===== src/rtl/arb_pkg.sv =====
// Shared constants, FSM state type and helpers for the 8-way round-robin arbiter.
package arb_pkg;

    localparam int unsigned N_REQ  = 8;
    localparam int unsigned IDX_W  = 3;
    localparam int unsigned HOLD_W = 8;

    typedef enum logic [0:0] {
        ST_IDLE  = 1'b0,
        ST_GRANT = 1'b1
    } state_e;

    // Binary index of a one-hot vector; returns 0 for an all-zero vector.
    function automatic logic [IDX_W-1:0] onehot_to_idx(input logic [N_REQ-1:0] oh);
        logic [IDX_W-1:0] idx;
        idx = '0;
        for (int i = 0; i < int'(N_REQ); i++) begin
            if (oh[i]) begin
                idx = idx | IDX_W'(i);
            end
        end
        return idx;
    endfunction

endpackage


===== src/rtl/pri_enc_masked.sv =====
// Combinational round-robin search: lowest requester at or above ptr,
// otherwise lowest requester overall (wrap-around).
//   req       : request vector
//   ptr       : search start index
//   win_idx   : winning index (0 when no request)
//   win_valid : any request present
module pri_enc_masked
    import arb_pkg::*;
(
    input  logic [N_REQ-1:0] req,
    input  logic [IDX_W-1:0] ptr,
    output logic [IDX_W-1:0] win_idx,
    output logic             win_valid
);

    logic [N_REQ-1:0] mask;
    logic [N_REQ-1:0] req_masked;
    logic [IDX_W-1:0] idx_masked;
    logic [IDX_W-1:0] idx_raw;

    // Thermometer mask keeping indices >= ptr.
    always_comb begin
        mask = '0;
        for (int i = 0; i < int'(N_REQ); i++) begin
            mask[i] = (IDX_W'(i) >= ptr);
        end
    end

    assign req_masked = req & mask;

    // Two lowest-index-first encoders; scanning downward lets the lowest set bit win.
    always_comb begin
        idx_masked = '0;
        idx_raw    = '0;
        for (int i = int'(N_REQ) - 1; i >= 0; i--) begin
            if (req_masked[i]) begin
                idx_masked = IDX_W'(i);
            end
            if (req[i]) begin
                idx_raw = IDX_W'(i);
            end
        end
    end

    assign win_idx   = (|req_masked) ? idx_masked : idx_raw;
    assign win_valid = |req;

endmodule


===== src/rtl/rr_arbiter_8.sv =====
// 8-way round-robin arbiter with registered one-hot grant and a hold limit
// that forces rotation while other requesters wait.
//   clk, rst_n : clock, asynchronous active-low reset
//   req        : level-sensitive request vector
//   gnt        : one-hot grant (registered)
//   gnt_idx    : binary index of the grant, 0 when none
//   gnt_valid  : a grant is active
//   preempt    : one-cycle pulse when the hold limit revokes a grant
//   idle       : arbiter is in IDLE
module rr_arbiter_8
    import arb_pkg::*;
#(
    parameter int unsigned MAX_HOLD = 16
) (
    input  logic             clk,
    input  logic             rst_n,
    input  logic [N_REQ-1:0] req,
    output logic [N_REQ-1:0] gnt,
    output logic [IDX_W-1:0] gnt_idx,
    output logic             gnt_valid,
    output logic             preempt,
    output logic             idle
);

    localparam logic              HOLD_EN   = (MAX_HOLD != 0);
    localparam logic [HOLD_W-1:0] HOLD_LAST = (MAX_HOLD == 0) ? HOLD_W'(0) : HOLD_W'(MAX_HOLD - 1);

    state_e            state_q, state_d;
    logic [IDX_W-1:0]  ptr_q, ptr_d;
    logic [HOLD_W-1:0] hold_q, hold_d;
    logic [N_REQ-1:0]  gnt_q, gnt_d;
    logic [IDX_W-1:0]  gnt_idx_q, gnt_idx_d;
    logic              gnt_valid_q, gnt_valid_d;
    logic              preempt_q, preempt_d;
    logic              idle_q, idle_d;

    logic [N_REQ-1:0]  enc_req;
    logic [IDX_W-1:0]  enc_ptr;
    logic [IDX_W-1:0]  win_idx;
    logic              win_valid;
    logic [N_REQ-1:0]  win_oh;
    logic              owner_req;
    logic              others_req;

    // While granting, the owner is excluded and the search starts just past it,
    // so release and preemption both hand over to the next requester in rotation.
    assign enc_req    = (state_q == ST_GRANT) ? (req & ~gnt_q) : req;
    assign enc_ptr    = (state_q == ST_GRANT) ? (gnt_idx_q + IDX_W'(1)) : ptr_q;
    assign owner_req  = |(req & gnt_q);
    assign others_req = |(req & ~gnt_q);
    assign win_oh     = N_REQ'(1) << win_idx;

    pri_enc_masked u_pri_enc (
        .req       (enc_req),
        .ptr       (enc_ptr),
        .win_idx   (win_idx),
        .win_valid (win_valid)
    );

    // Next-state and output decode.
    always_comb begin
        state_d   = state_q;
        ptr_d     = ptr_q;
        hold_d    = hold_q;
        gnt_d     = gnt_q;
        preempt_d = 1'b0;

        case (state_q)
            ST_IDLE: begin
                if (win_valid) begin
                    state_d = ST_GRANT;
                    gnt_d   = win_oh;
                    hold_d  = '0;
                end
            end
            ST_GRANT: begin
                if (!owner_req) begin
                    ptr_d  = enc_ptr;
                    hold_d = '0;
                    if (win_valid) begin
                        gnt_d = win_oh;
                    end else begin
                        gnt_d   = '0;
                        state_d = ST_IDLE;
                    end
                end else if (HOLD_EN && (hold_q == HOLD_LAST) && others_req) begin
                    preempt_d = 1'b1;
                    ptr_d     = enc_ptr;
                    gnt_d     = win_oh;
                    hold_d    = '0;
                end else if (HOLD_EN && (hold_q != HOLD_LAST)) begin
                    hold_d = hold_q + HOLD_W'(1);
                end
            end
            default: begin
                state_d = ST_IDLE;
                gnt_d   = '0;
                hold_d  = '0;
            end
        endcase

        gnt_idx_d   = onehot_to_idx(gnt_d);
        gnt_valid_d = |gnt_d;
        idle_d      = (state_d == ST_IDLE);
    end

    // State and output registers.
    always_ff @(posedge clk or negedge rst_n) begin
        if (!rst_n) begin
            state_q     <= ST_IDLE;
            ptr_q       <= '0;
            hold_q      <= '0;
            gnt_q       <= '0;
            gnt_idx_q   <= '0;
            gnt_valid_q <= 1'b0;
            preempt_q   <= 1'b0;
            idle_q      <= 1'b1;
        end else begin
            state_q     <= state_d;
            ptr_q       <= ptr_d;
            hold_q      <= hold_d;
            gnt_q       <= gnt_d;
            gnt_idx_q   <= gnt_idx_d;
            gnt_valid_q <= gnt_valid_d;
            preempt_q   <= preempt_d;
            idle_q      <= idle_d;
        end
    end

    assign gnt       = gnt_q;
    assign gnt_idx   = gnt_idx_q;
    assign gnt_valid = gnt_valid_q;
    assign preempt   = preempt_q;
    assign idle      = idle_q;

endmodule


===== config.mk =====
export PLATFORM = sky130hd
export DESIGN_NAME = rr_arbiter_8
export DESIGN_NICKNAME = d
export VERILOG_FILES = /design/src/rtl/arb_pkg.sv /design/src/rtl/pri_enc_masked.sv /design/src/rtl/rr_arbiter_8.sv
export SDC_FILE = /design/constraint.sdc
export NUM_CORES = 1
export LEC_CHECK = 0
export ABC_AREA = 1
export CAP_MARGIN = 20
export CORE_MARGIN = 10
export CORE_UTILIZATION = 45
export CTS_CLUSTER_SIZE = 10
export DETAILED_ROUTE_END_ITERATION = 10
export PLACE_DENSITY = 0.64
export SYNTH_ARGS = -nofsm -noshare
export SYNTH_HDL_FRONTEND = slang
export SYNTH_SLANG_ARGS = --single-unit

===== constraint.sdc =====
create_clock -name clk -period 2.92 [get_ports clk]
set_input_delay 0.584 -clock clk [delete_from_list [all_inputs] [get_ports clk]]
set_output_delay 0.584 -clock clk [all_outputs]
set_load 0.1 [all_outputs]

==> impl_metrics.toml <==
[outcome]
status = "finished, final reports clean"

[power]
static-leakage-power_nw = 1.187
power.clock.fraction_pct = 11.7
p_comb_share_pct = 68.2
p_switching_mw = 1.520
ir_drop_mv = 0.7406
sw_frac_of_total_pct = 56.49
power.density_nw_per_um2 = 1168
internal_power_mw = 1.170
finalPower_mw = 2.690
share_seq_of_total_power_pct = 20.1

[global_routing]
vias_in_the_first_global_route = 1910
grt_pass1_wl_um = 8873
groute.usage.overall_pct = 14.34
grt_max_degree = 27
antenna_found_initial = 0
grt-ovfl-total = 0

[logic_synthesis]
synth.ff_latch_count = 26
synthesis.nets = 277
synthCells = 265
synthesis.area_per_instance_um2 = 7.351
dominantRegCellSynth = "sky130_fd_sc_hd__dfrtp_1"
ys_seq_area_share_pct = 33.46
netlist.area_leader.share_pct = 32.11
number_of_flops_mapped_to_enable_cells_by_yosys = 0
post_synth_instance_area_um2 = 1948
most_used_standard_cell_by_instance_count_after_synthesis = "sky130_fd_sc_hd__nand2_1"
synth-async-reset-ratio_pct = 100.0
synth_area_leaders = "sky130_fd_sc_hd__dfrtp_1 (32%), sky130_fd_sc_hd__nand2_1 (10%), sky130_fd_sc_hd__inv_1 (9.6%), sky130_fd_sc_hd__nor2_1 (4.4%), sky130_fd_sc_hd__nand2_4 (3.5%)"
synth_top_area_cell = "sky130_fd_sc_hd__dfrtp_1"
yosysWarnings = 0
yosys.cell_types.count = 38
synthTopCellsByCount = "sky130_fd_sc_hd__nand2_1 (52), sky130_fd_sc_hd__inv_1 (50), sky130_fd_sc_hd__dfrtp_1 (25), sky130_fd_sc_hd__nor2_1 (23), sky130_fd_sc_hd__o21ai_0 (13)"

[clock_network]
postCtsHoldBufs = 0
cts_max_level = 1
maximum_clock_insertion_buffer_count = 2
cts_repair_resize_count = 0
clock_buffer_count_from_cts = 3
worst_skew_pair.late_latency_ns = 0.28
clock-root-buffer = "sky130_fd_sc_hd__clkbuf_8"
tritoncts = "yes"
cts.repair_timing.setup_buffer_count = 0
clock-sinks = 26
cts.clk_slew.worst_paths_ns = 0.11

[place]
detailed_place.area_um2 = 2232
post-place-cells = 342
detailedPlacementHpwl_um = 4049
numPortBuffers = 23
globalplace.congestion = 0.9363
detailedPlace.worstSlack_ns = 0.05022

[cells_and_area]
num_antenna_cells = 0
finish.instance_area_um2 = 2303
nets = 309
flow.area_growth_from_synthesis_pct = 18.24
layout.core_utilization_pct = 56.37
stdcell_count = 346
post_route_cells_drive_above_1_share_pct = 25.00

[timing]
post-route-worst-setup-slack_ns = 0.3752
sum_of_negative_setup_slack_ns = 0
finalHoldViolCount = 0
unrepaired_setup_endpoints_after_global_routing = "no"
worst_hold_check_slack_ns = 0.5017
finalSetupViolCount = 0
final.period_utilization_pct = 87.15
timing_worst_slew_pin_value_ns = 0.3826
max_slew_violation_count = 0
fin_crit_ns = 2.545
largest_clock_skew_in_the_final_design_ns = 0.007220
max-slew-margin-rel_pct = 74.28
timing.fmax_ghz = 0.3930

[route]
drt_iter0_drc = 126
detail_route.first_pass.iterations = 4
wire_length_per_cell_um = 14.26
finalWirelength_um = 4935
drc = 0
num_vias = 1796
drtAntennaViolNets = 0
routed_via_density = 5.191

[floorplanning]
total_core_area_um2 = 4086
io_pins = 24
die_area_um2 = 7361
initial_core_util_pct = 47.67
placementRows = 23
fp.dieH_um = 85.80
die_width_um = 85.80

[critical_path]
worstPathRequired_ns = 3.10
reg2reg_depth = 18
timing.critical_path.to_type = "register"
crit_path_max_fanout = 8
path_type_of_the_worst_setup_path = "input port to register"
cp_data_arrival_time_ns = 2.72
worst_r2r_startpoint = "gnt_idx[0]"
r2r_slack_ns = 0.49
rr_endpoint = "gnt_valid"
critPathLaunchType = "input port"

[flow_run]
timing.max_cap.violations = 0

[hold_path]
holdCritStartpoint = "ptr_q[2]"
hold-path-endpoint = "ptr_q[2]"
hold-path-cell-count = 2
hold_class = "register to register"
[cell usage in the layout, fill, tap and decap left out, drive strengths merged, types with 2 or more instances in the layout]
cell	count
nand2	67
inv	55
nor2	38
dfrtp	25
o21ai	20
buf	19
nand3	15
nand4	11
clkdlybuf4s50	9
a21oi	8
nor3	4
clkbuf	3
o21bai	3
a221oi	2
o21a	2
ha	2
or2	2
a31oi	2
nor4	2
[final cells by class]
class / count / area (um^2)
Clock inverter: 1 / 30.03
Fill cell: 401 / 1783
Inverter: 55 / 206.4
Multi-Input combinational cell: 183 / 1079
Timing Repair Buffer: 28 / 232.7
Tap cell: 50 / 62.56
Sequential cell: 26 / 651.9
Clock buffer: 3 / 41.29
[critical path: stages]
cell and delay, ns:
sky130_fd_sc_hd__clkdlybuf4s50_1 0.44, sky130_fd_sc_hd__nand2_1 0.08, sky130_fd_sc_hd__o21ai_1 0.07, sky130_fd_sc_hd__a221oi_1 0.29, sky130_fd_sc_hd__nand2_1 0.16, sky130_fd_sc_hd__nand2_2 0.16, sky130_fd_sc_hd__inv_1 0.11, sky130_fd_sc_hd__nand2_2 0.11
sky130_fd_sc_hd__nand2_4 0.10, sky130_fd_sc_hd__nand2_1 0.07, sky130_fd_sc_hd__inv_1 0.04, sky130_fd_sc_hd__o21bai_1 0.15, sky130_fd_sc_hd__nor2_2 0.15, sky130_fd_sc_hd__nand2_1 0.07, sky130_fd_sc_hd__nor2_1 0.08, sky130_fd_sc_hd__nand2_1 0.05
[sequential cells by signal, indices dropped and copies added, names as in the netlist]
| signal | count |
|---|---|
| state_q | 1 |
| ptr_q | 3 |
| gnt_valid | 1 |
| idle | 1 |
| preempt | 1 |
| hold_q | 8 |
| gnt | 8 |
| gnt_idx | 3 |
[routing by layer]
layer | up-vias | wire length (um) | GRT usage (%)
li1 | 907 | - | -
met2 | 43 | 2206 | 22.96
met3 | 12 | 264 | 3.595
met1 | 834 | 2357 | 18.04
met4 | 0 | 108 | 5.389
met5 | - | 0 | 0
[power groups by stage]
stage	clock (mW)	combinational [mW]	sequential, mW
6_report	0.316	1.83	0.541
3_5_place_dp	0	1.84	0.544
2_1_floorplan	0	1.09	0.890
4_1_cts	0.318	1.85	0.539
5_1_grt	0.332	2.05	0.552
3_3_place_gp	0	1.84	0.546
[worst max path at each step]
stage | startpoint | endpoint | cells past startpoint
after floorplan | gnt_idx[0] | gnt_valid | 17
after global placement | req[5] | gnt_valid | 16
after detailed placement | req[5] | gnt_valid | 16
after CTS | req[5] | gnt_valid | 16
after global routing | req[5] | gnt_valid | 16
final | req[5] | gnt_valid | 16
[cell families (layout without fill, tap and decap cells)]
| logic type | count (synthesis) | count (layout) | share of synthesized area, % |
|---|---|---|---|
| compound gates | 40 | 40 | 14.00 |
| fa+ha+maj | 2 | 2 | 1.284 |
| xor+xnor | 1 | 1 | 0.4497 |
| flops | 26 | 26 | 33.46 |
| simple gates | 140 | 140 | 39.63 |
| buf+inv | 56 | 87 | 11.18 |
No activity file was read; power rests on OpenSTA's default activity.
